==> src/rtl/sy_ppl_instr_realign_if.sv <==
// Fetch-side realigner bus: fetch-word handshake in, raw-instruction handshake out,
// plus the redirect (flush) request that travels with them.
interface sy_ppl_instr_realign_if #(
  parameter int unsigned PC_W = 64
);

  logic            flush_i;
  logic [PC_W-1:0] flush_pc_i;
  logic            fet_vld_i;
  logic            fet_rdy_o;
  logic [31:0]     fet_data_i;
  logic            fet_err_i;
  logic            ins_vld_o;
  logic            ins_rdy_i;
  logic [31:0]     ins_data_o;
  logic [PC_W-1:0] ins_pc_o;
  logic            ins_is_rvc_o;
  logic            ins_err_o;

  // Upstream/downstream agent view (drives fetch words and redirects, consumes instructions)
  modport master (
    output flush_i, flush_pc_i, fet_vld_i, fet_data_i, fet_err_i, ins_rdy_i,
    input  fet_rdy_o, ins_vld_o, ins_data_o, ins_pc_o, ins_is_rvc_o, ins_err_o
  );

  // Realigner view
  modport slave (
    input  flush_i, flush_pc_i, fet_vld_i, fet_data_i, fet_err_i, ins_rdy_i,
    output fet_rdy_o, ins_vld_o, ins_data_o, ins_pc_o, ins_is_rvc_o, ins_err_o
  );

endinterface

==> src/rtl/sy_ppl_instr_realign.sv <==
// Instruction realigner: splits 32-bit fetch words into halfword parcels held in a
// small FIFO and reassembles 16/32-bit instructions (including ones straddling a
// word boundary), presenting one raw instruction per cycle with its PC.
// Optional feature macro: SY_RVC_EN (compressed-instruction support). When it is
// undefined every instruction is treated as 32-bit.
module sy_ppl_instr_realign #(
  parameter int unsigned PC_W     = 64,
  parameter int unsigned HW_DEPTH = 4
) (
  input  logic                  clk_i,
  input  logic                  rst_i,
  sy_ppl_instr_realign_if.slave bus
);

  localparam int unsigned PTR_W = (HW_DEPTH > 1) ? $clog2(HW_DEPTH) : 1;
  localparam int unsigned CNT_W = $clog2(HW_DEPTH + 1);

  // Parcel storage and FIFO bookkeeping
  logic [15:0]         parcel_q [HW_DEPTH];
  logic [HW_DEPTH-1:0] perr_q;
  logic [PTR_W-1:0]    rd_ptr_q;
  logic [PTR_W-1:0]    wr_ptr_q;
  logic [CNT_W-1:0]    count_q;
  logic [PC_W-1:0]     pc_q;
  logic                drop_first_q;
  logic                err_hold_q;

  // Head view and formation results
  logic [PTR_W-1:0]    rd_ptr_nx1;
  logic [PTR_W-1:0]    wr_ptr_nx1;
  logic [15:0]         p0;
  logic [15:0]         p1;
  logic                e0;
  logic                e1;
  logic [CNT_W-1:0]    free_slots;
  logic                formable;
  logic                form_err;
  logic [31:0]         form_data;
  logic [1:0]          form_pop;
  logic [2:0]          form_pc_inc;
`ifdef SY_RVC_EN
  logic                form_rvc;
`endif

  // Handshake and flush-target signals
  logic                fet_rdy;
  logic                ins_vld;
  logic                fire_in;
  logic                fire_out;
  logic [1:0]          push_n;
  logic [1:0]          pop_n;
  logic [PC_W-1:0]     flush_tgt;
  logic                flush_drop;

  assign rd_ptr_nx1 = rd_ptr_q + PTR_W'(1);
  assign wr_ptr_nx1 = wr_ptr_q + PTR_W'(1);
  assign p0         = parcel_q[rd_ptr_q];
  assign p1         = parcel_q[rd_ptr_nx1];
  assign e0         = perr_q[rd_ptr_q];
  assign e1         = perr_q[rd_ptr_nx1];
  assign free_slots = CNT_W'(HW_DEPTH) - count_q;

  // Redirect target; without compressed support the halfword offset is ignored
`ifdef SY_RVC_EN
  assign flush_tgt  = bus.flush_pc_i;
  assign flush_drop = bus.flush_pc_i[1];
`else
  assign flush_tgt  = bus.flush_pc_i & ~PC_W'(2);
  assign flush_drop = 1'b0;
`endif

  // Decide what instruction (if any) can be formed from the parcels at the head
  always_comb begin
    formable    = 1'b0;
    form_err    = 1'b0;
    form_data   = 32'h0;
    form_pop    = 2'd0;
    form_pc_inc = 3'd0;
`ifdef SY_RVC_EN
    form_rvc    = 1'b0;
    if (count_q >= CNT_W'(1)) begin
      if (e0) begin
        // Faulting parcel: report it as a 16-bit slot and stop
        formable    = 1'b1;
        form_rvc    = 1'b1;
        form_err    = 1'b1;
        form_pop    = 2'd1;
        form_pc_inc = 3'd2;
      end else if (p0[1:0] != 2'b11) begin
        formable    = 1'b1;
        form_rvc    = 1'b1;
        form_data   = {16'h0, p0};
        form_pop    = 2'd1;
        form_pc_inc = 3'd2;
      end else if (count_q >= CNT_W'(2)) begin
        formable    = 1'b1;
        form_err    = e1;
        form_data   = {p1, p0};
        form_pop    = 2'd2;
        form_pc_inc = 3'd4;
      end
    end
`else
    if (count_q >= CNT_W'(2)) begin
      formable    = 1'b1;
      form_pop    = 2'd2;
      form_pc_inc = 3'd4;
      if (e0) begin
        form_err  = 1'b1;
      end else begin
        form_err  = e1;
        form_data = {p1, p0};
      end
    end
`endif
  end

  // Handshake qualification and per-cycle push/pop amounts
  always_comb begin
    fet_rdy  = (free_slots >= CNT_W'(2)) & ~bus.flush_i & ~err_hold_q;
    ins_vld  = formable & ~bus.flush_i & ~err_hold_q;
    fire_in  = bus.fet_vld_i & fet_rdy;
    fire_out = ins_vld & bus.ins_rdy_i;
    push_n   = 2'd0;
    pop_n    = 2'd0;
    if (fire_in) begin
      push_n = drop_first_q ? 2'd1 : 2'd2;
    end
    if (fire_out) begin
      pop_n = form_pop;
    end
  end

  // Output drive; everything reads as zero while no instruction is presented
  always_comb begin
    bus.fet_rdy_o    = fet_rdy;
    bus.ins_vld_o    = ins_vld;
    bus.ins_data_o   = ins_vld ? form_data : 32'h0;
    bus.ins_pc_o     = ins_vld ? pc_q : '0;
    bus.ins_err_o    = ins_vld & form_err;
`ifdef SY_RVC_EN
    bus.ins_is_rvc_o = ins_vld & form_rvc;
`else
    bus.ins_is_rvc_o = 1'b0;
`endif
  end

  // Parcel writes: low then high halfword, or only the high one after a mid-word redirect
  always_ff @(posedge clk_i or posedge rst_i) begin
    if (rst_i) begin
      for (int i = 0; i < int'(HW_DEPTH); i++) begin
        parcel_q[i] <= 16'h0;
      end
      perr_q <= '0;
    end else if (fire_in) begin
      if (drop_first_q) begin
        parcel_q[wr_ptr_q] <= bus.fet_data_i[31:16];
        perr_q[wr_ptr_q]   <= bus.fet_err_i;
      end else begin
        parcel_q[wr_ptr_q]   <= bus.fet_data_i[15:0];
        parcel_q[wr_ptr_nx1] <= bus.fet_data_i[31:16];
        perr_q[wr_ptr_q]     <= bus.fet_err_i;
        perr_q[wr_ptr_nx1]   <= bus.fet_err_i;
      end
    end
  end

  // FIFO pointers, occupancy, PC and fault/redirect flags; flush overrides all handshakes
  always_ff @(posedge clk_i or posedge rst_i) begin
    if (rst_i) begin
      rd_ptr_q     <= '0;
      wr_ptr_q     <= '0;
      count_q      <= '0;
      pc_q         <= '0;
      drop_first_q <= 1'b0;
      err_hold_q   <= 1'b0;
    end else if (bus.flush_i) begin
      rd_ptr_q     <= '0;
      wr_ptr_q     <= '0;
      count_q      <= '0;
      pc_q         <= flush_tgt;
      drop_first_q <= flush_drop;
      err_hold_q   <= 1'b0;
    end else begin
      count_q <= count_q + CNT_W'(push_n) - CNT_W'(pop_n);
      if (fire_in) begin
        wr_ptr_q     <= wr_ptr_q + PTR_W'(push_n);
        drop_first_q <= 1'b0;
      end
      if (fire_out) begin
        rd_ptr_q <= rd_ptr_q + PTR_W'(pop_n);
        pc_q     <= pc_q + PC_W'(form_pc_inc);
        if (form_err) begin
          err_hold_q <= 1'b1;
        end
      end
    end
  end

endmodule

==> src/flat_wrapper.sv <==
// flat-port wrapper written by rule: the top's interface ports become plain ports
module sy_ppl_instr_realign_flat 
#(
  parameter int unsigned PC_W     = 64,
  parameter int unsigned HW_DEPTH = 4
)
  (clk_i, rst_i, bus_flush_i, bus_flush_pc_i, bus_fet_vld_i, bus_fet_data_i, bus_fet_err_i, bus_ins_rdy_i, bus_fet_rdy_o, bus_ins_vld_o, bus_ins_data_o, bus_ins_pc_o, bus_ins_is_rvc_o, bus_ins_err_o);
  sy_ppl_instr_realign_if #(.PC_W(PC_W)) bus_i ();
  input  logic clk_i;
  input  logic rst_i;
  input wire logic [$bits(bus_i.flush_i)-1:0] bus_flush_i;
  input wire logic [$bits(bus_i.flush_pc_i)-1:0] bus_flush_pc_i;
  input wire logic [$bits(bus_i.fet_vld_i)-1:0] bus_fet_vld_i;
  input wire logic [$bits(bus_i.fet_data_i)-1:0] bus_fet_data_i;
  input wire logic [$bits(bus_i.fet_err_i)-1:0] bus_fet_err_i;
  input wire logic [$bits(bus_i.ins_rdy_i)-1:0] bus_ins_rdy_i;
  output wire logic [$bits(bus_i.fet_rdy_o)-1:0] bus_fet_rdy_o;
  output wire logic [$bits(bus_i.ins_vld_o)-1:0] bus_ins_vld_o;
  output wire logic [$bits(bus_i.ins_data_o)-1:0] bus_ins_data_o;
  output wire logic [$bits(bus_i.ins_pc_o)-1:0] bus_ins_pc_o;
  output wire logic [$bits(bus_i.ins_is_rvc_o)-1:0] bus_ins_is_rvc_o;
  output wire logic [$bits(bus_i.ins_err_o)-1:0] bus_ins_err_o;
  assign bus_i.flush_i = bus_flush_i;
  assign bus_i.flush_pc_i = bus_flush_pc_i;
  assign bus_i.fet_vld_i = bus_fet_vld_i;
  assign bus_i.fet_data_i = bus_fet_data_i;
  assign bus_i.fet_err_i = bus_fet_err_i;
  assign bus_i.ins_rdy_i = bus_ins_rdy_i;
  assign bus_fet_rdy_o = bus_i.fet_rdy_o;
  assign bus_ins_vld_o = bus_i.ins_vld_o;
  assign bus_ins_data_o = bus_i.ins_data_o;
  assign bus_ins_pc_o = bus_i.ins_pc_o;
  assign bus_ins_is_rvc_o = bus_i.ins_is_rvc_o;
  assign bus_ins_err_o = bus_i.ins_err_o;
  sy_ppl_instr_realign #(.PC_W(PC_W), .HW_DEPTH(HW_DEPTH)) u_core (.clk_i(clk_i), .rst_i(rst_i), .bus(bus_i));
endmodule
==> config.mk <==
export PLATFORM = sky130hd
export DESIGN_NAME = sy_ppl_instr_realign_flat
export DESIGN_NICKNAME = d
export VERILOG_FILES = /design/src/rtl/sy_ppl_instr_realign_if.sv /design/src/rtl/sy_ppl_instr_realign.sv /design/src/flat_wrapper.sv
export SDC_FILE = /design/constraint.sdc
export NUM_CORES = 1
export LEC_CHECK = 0
export CAP_MARGIN = 10
export CORE_UTILIZATION = 53
export CTS_CLUSTER_DIAMETER = 150
export DETAILED_ROUTE_END_ITERATION = 10
export PLACE_DENSITY_LB_ADDON = 0.08
export SYNTH_ARGS = -nofsm -noshare
export SYNTH_HDL_FRONTEND = slang
export SYNTH_SLANG_ARGS = --single-unit
==> constraint.sdc <==
create_clock -name clk_i -period 8.8 [get_ports clk_i]
set_input_delay 1.76 -clock clk_i [delete_from_list [all_inputs] [get_ports clk_i]]
set_output_delay 1.76 -clock clk_i [all_outputs]
set_load 0.02 [all_outputs]
==> metrics <==
final slew viol count 0; Design Area, Final 0.0103 sq mm; fin worst setup slack 3610 ps; Total Routing Usage GR 0.283; wire length per cell 15.9 um; Core Box Area 0.0140 sq mm; fraction of layout cells with a size suffix above 1 0.0513; most frequent cells in the layout clkdlybuf4s50_1, nand2_1, dfrtp_1; H-Tree Depth 4; Die Y-Extent 123 um; synth warn 0; largest net degree at the start of global routing 92; Reg clk slew, reported paths 50 ps; Post-synth EDFFs 0; Critical Path Source Type primary input; vias in the first global route 6699; IO Port Bufs 198; CTS tree done; HP Class reg2reg; post-route minimum period 5190 ps; initial core utilization 0.550; slowest stage delay, CP 620 ps; post-CTS setup buffers 0; # hold bufs at CTS 0; DP Worst Slack 3540 ps; Num CTS Buffers 17; initial antenna violation count 0; pwr dens 225 mW/mm^2; fill count 1114; critical path endpoint category output port; Critical-path top delay cell clkdlybuf4s50_1; DR DRC count 0; antenna-violating nets left 0; CP Max Fanout 65; critical path type in2out; die area 0.0151 sq mm; Max Cap Violations 0; clock buffer depth 2; critical-path cell list buf_2 > nor3_2 > buf_4 > and2_1 > clkdlybuf4s50_1; first-pass GRT wire length 33000 um; Syn Inst Count 927; Setup Skew 7.35 ps; Worst Max-Slew Pin Slew 1090 ps; Worst-Skew Late Latency 420 ps; drt total wl 20500 um; Final GP Congestion 0.855; # diodes 0; Hold Slack 502 ps; routed vias/inst 5.60; Period Utilization, post-route 0.590; chip width 123 um; Required @ worst endpoint 7040 ps; Overall Power 2.32 mW; crit path DAT 3430 ps; Starting DRT DRC Count 507; status finished clean; Worst Path Buf+Inv 3; leading cell type in the layout, fill and taps excluded clkdlybuf4s50_1; Row Count 43; area grow syn2layout 33.3%; #FFs+latches synth 136; Final Hold Viols 0; Final #Nets 1207; cell family with most CP delay buffers and inverters; Synth Cell Area 0.00772 sq mm; DRT Pass-1 Iters 5; Overflow after GRT 0; Synth cell types 46; Setup Viol. Count Final 0; RSZ-0062 raised after global routing no; Post-DP HPWL 13800 um; Async S/R FF share, synth 1.00; Post-synth top flop dfrtp_1; routed vias 7235; Placed Area 0.00978 sq mm; Avg Cell Area, Syn 8.33 sq um; root buffer cell clkbuf_16; f_max 193 MHz; Slew HR 0.277; I/O pins 202; post-route setup TNS 0 ps; share of the yosys chip area belonging to registers 0.441; Sink Count 136; post-CTS sizing 0; Leak 4.09 nW; VDD IR max 0.150 mV
==> power breakdown <==
part | internal (mW) | leakage [nW] | switching, mW
registers | 0.806 | 1.65 | 0.135
clock network | 0.356 | 0.240 | 0.270
logic | 0.354 | 2.20 | 0.396
total | 1.52 | 4.09 | 0.802
==> sequential cells by signal (all words and copies together) (netlist names) <==
name and count:
u_core.parcel_q 64, u_core.pc_q 63, u_core.perr_q 4, u_core.count_q 2, u_core.err_hold_q 1, u_core.rd_ptr_q 1
u_core.wr_ptr_q 1
==> through the flow <==
stage | utilization | instances
after floorplan | - | 928
after global routing | 0.733 | 1291
after global placement | 0.697 | 1259
after CTS | 0.733 | 1291
final | 0.733 | 1291
after detailed placement | 0.697 | 1259
==> layer usage <==
metal / global-route usage / vias to the layer above / wire length, um
li1: - / 3481 / -
met1: 0.356 / 3462 / 8550
met2: 0.473 / 249 / 9990
met3: 0.0655 / 43 / 1440
met4: 0.105 / 0 / 487
met5: 0 / - / 0
==> cells in the mapped netlist, drive strengths merged, types with 3 or more instances <==
cell / instances / area [sq um]
ha: 6 / 75.1
and4: 3 / 26.3
mux2i: 35 / 350
dfrtp: 136 / 3400
inv: 81 / 304
mux2: 3 / 33.8
nand4: 31 / 206
or4: 16 / 120
and3: 8 / 50.1
nor4: 13 / 111
a31oi: 23 / 144
and2: 65 / 407
nor2: 73 / 274
xnor2: 22 / 193
o31ai: 9 / 67.6
or2: 3 / 18.8
buf: 10 / 56.3
o21ai: 114 / 571
o211ai: 5 / 37.5
nor2b: 4 / 25.0
clkbuf: 46 / 174
nand2: 135 / 507
or3: 14 / 87.6
nand3: 31 / 155
xor2: 14 / 123
nor3: 14 / 86.3
==> area by class of cell <==
cell class	count	area, sq um	share of cell area
inverters	82	313	0.0304
clock buffers	19	433	0.0420
flip-flops and latches	136	3400	0.331
well taps	180	225	0.0219
repair buffers	207	2040	0.199
multi-input cells	654	3790	0.368
clock inverters	13	83.8	0.00814
==> cells by family (layout without fill, tap and decap cells) <==
logic type               count (synthesis)  in the layout  synth area share
AND/OR/NAND/NOR                        414            414             0.274
AO/OA/AOI/OAI                          157            157             0.113
flip-flops                             136            136             0.441
XOR/XNOR                                36             36            0.0408
buffers and inverters                  138            321            0.0696
adder cells (fa/ha/maj)                  7              7            0.0123
other                                    1              2          0.000485
multiplexers                            38             38            0.0497
==> path summary, 6_finish.rpt <==
check | startpoint | slack, ps | to | depth (start not counted)
max | bus_flush_i | 3610 | bus_ins_pc_o[63] | 5
min | u_core.pc_q[0] | 500 | u_core.pc_q[0] | 1
max reg2reg | u_core.count_q[2] | 5370 | u_core.pc_q[52] | 7
min reg2reg | u_core.pc_q[0] | 500 | u_core.pc_q[0] | 1
max in group asynchronous | rst_i | 5650 | u_core.rd_ptr_q[1] | 3
min in group asynchronous | rst_i | 1790 | u_core.pc_q[51] | 2
Note: power is estimated with default switching activity, not from simulation.
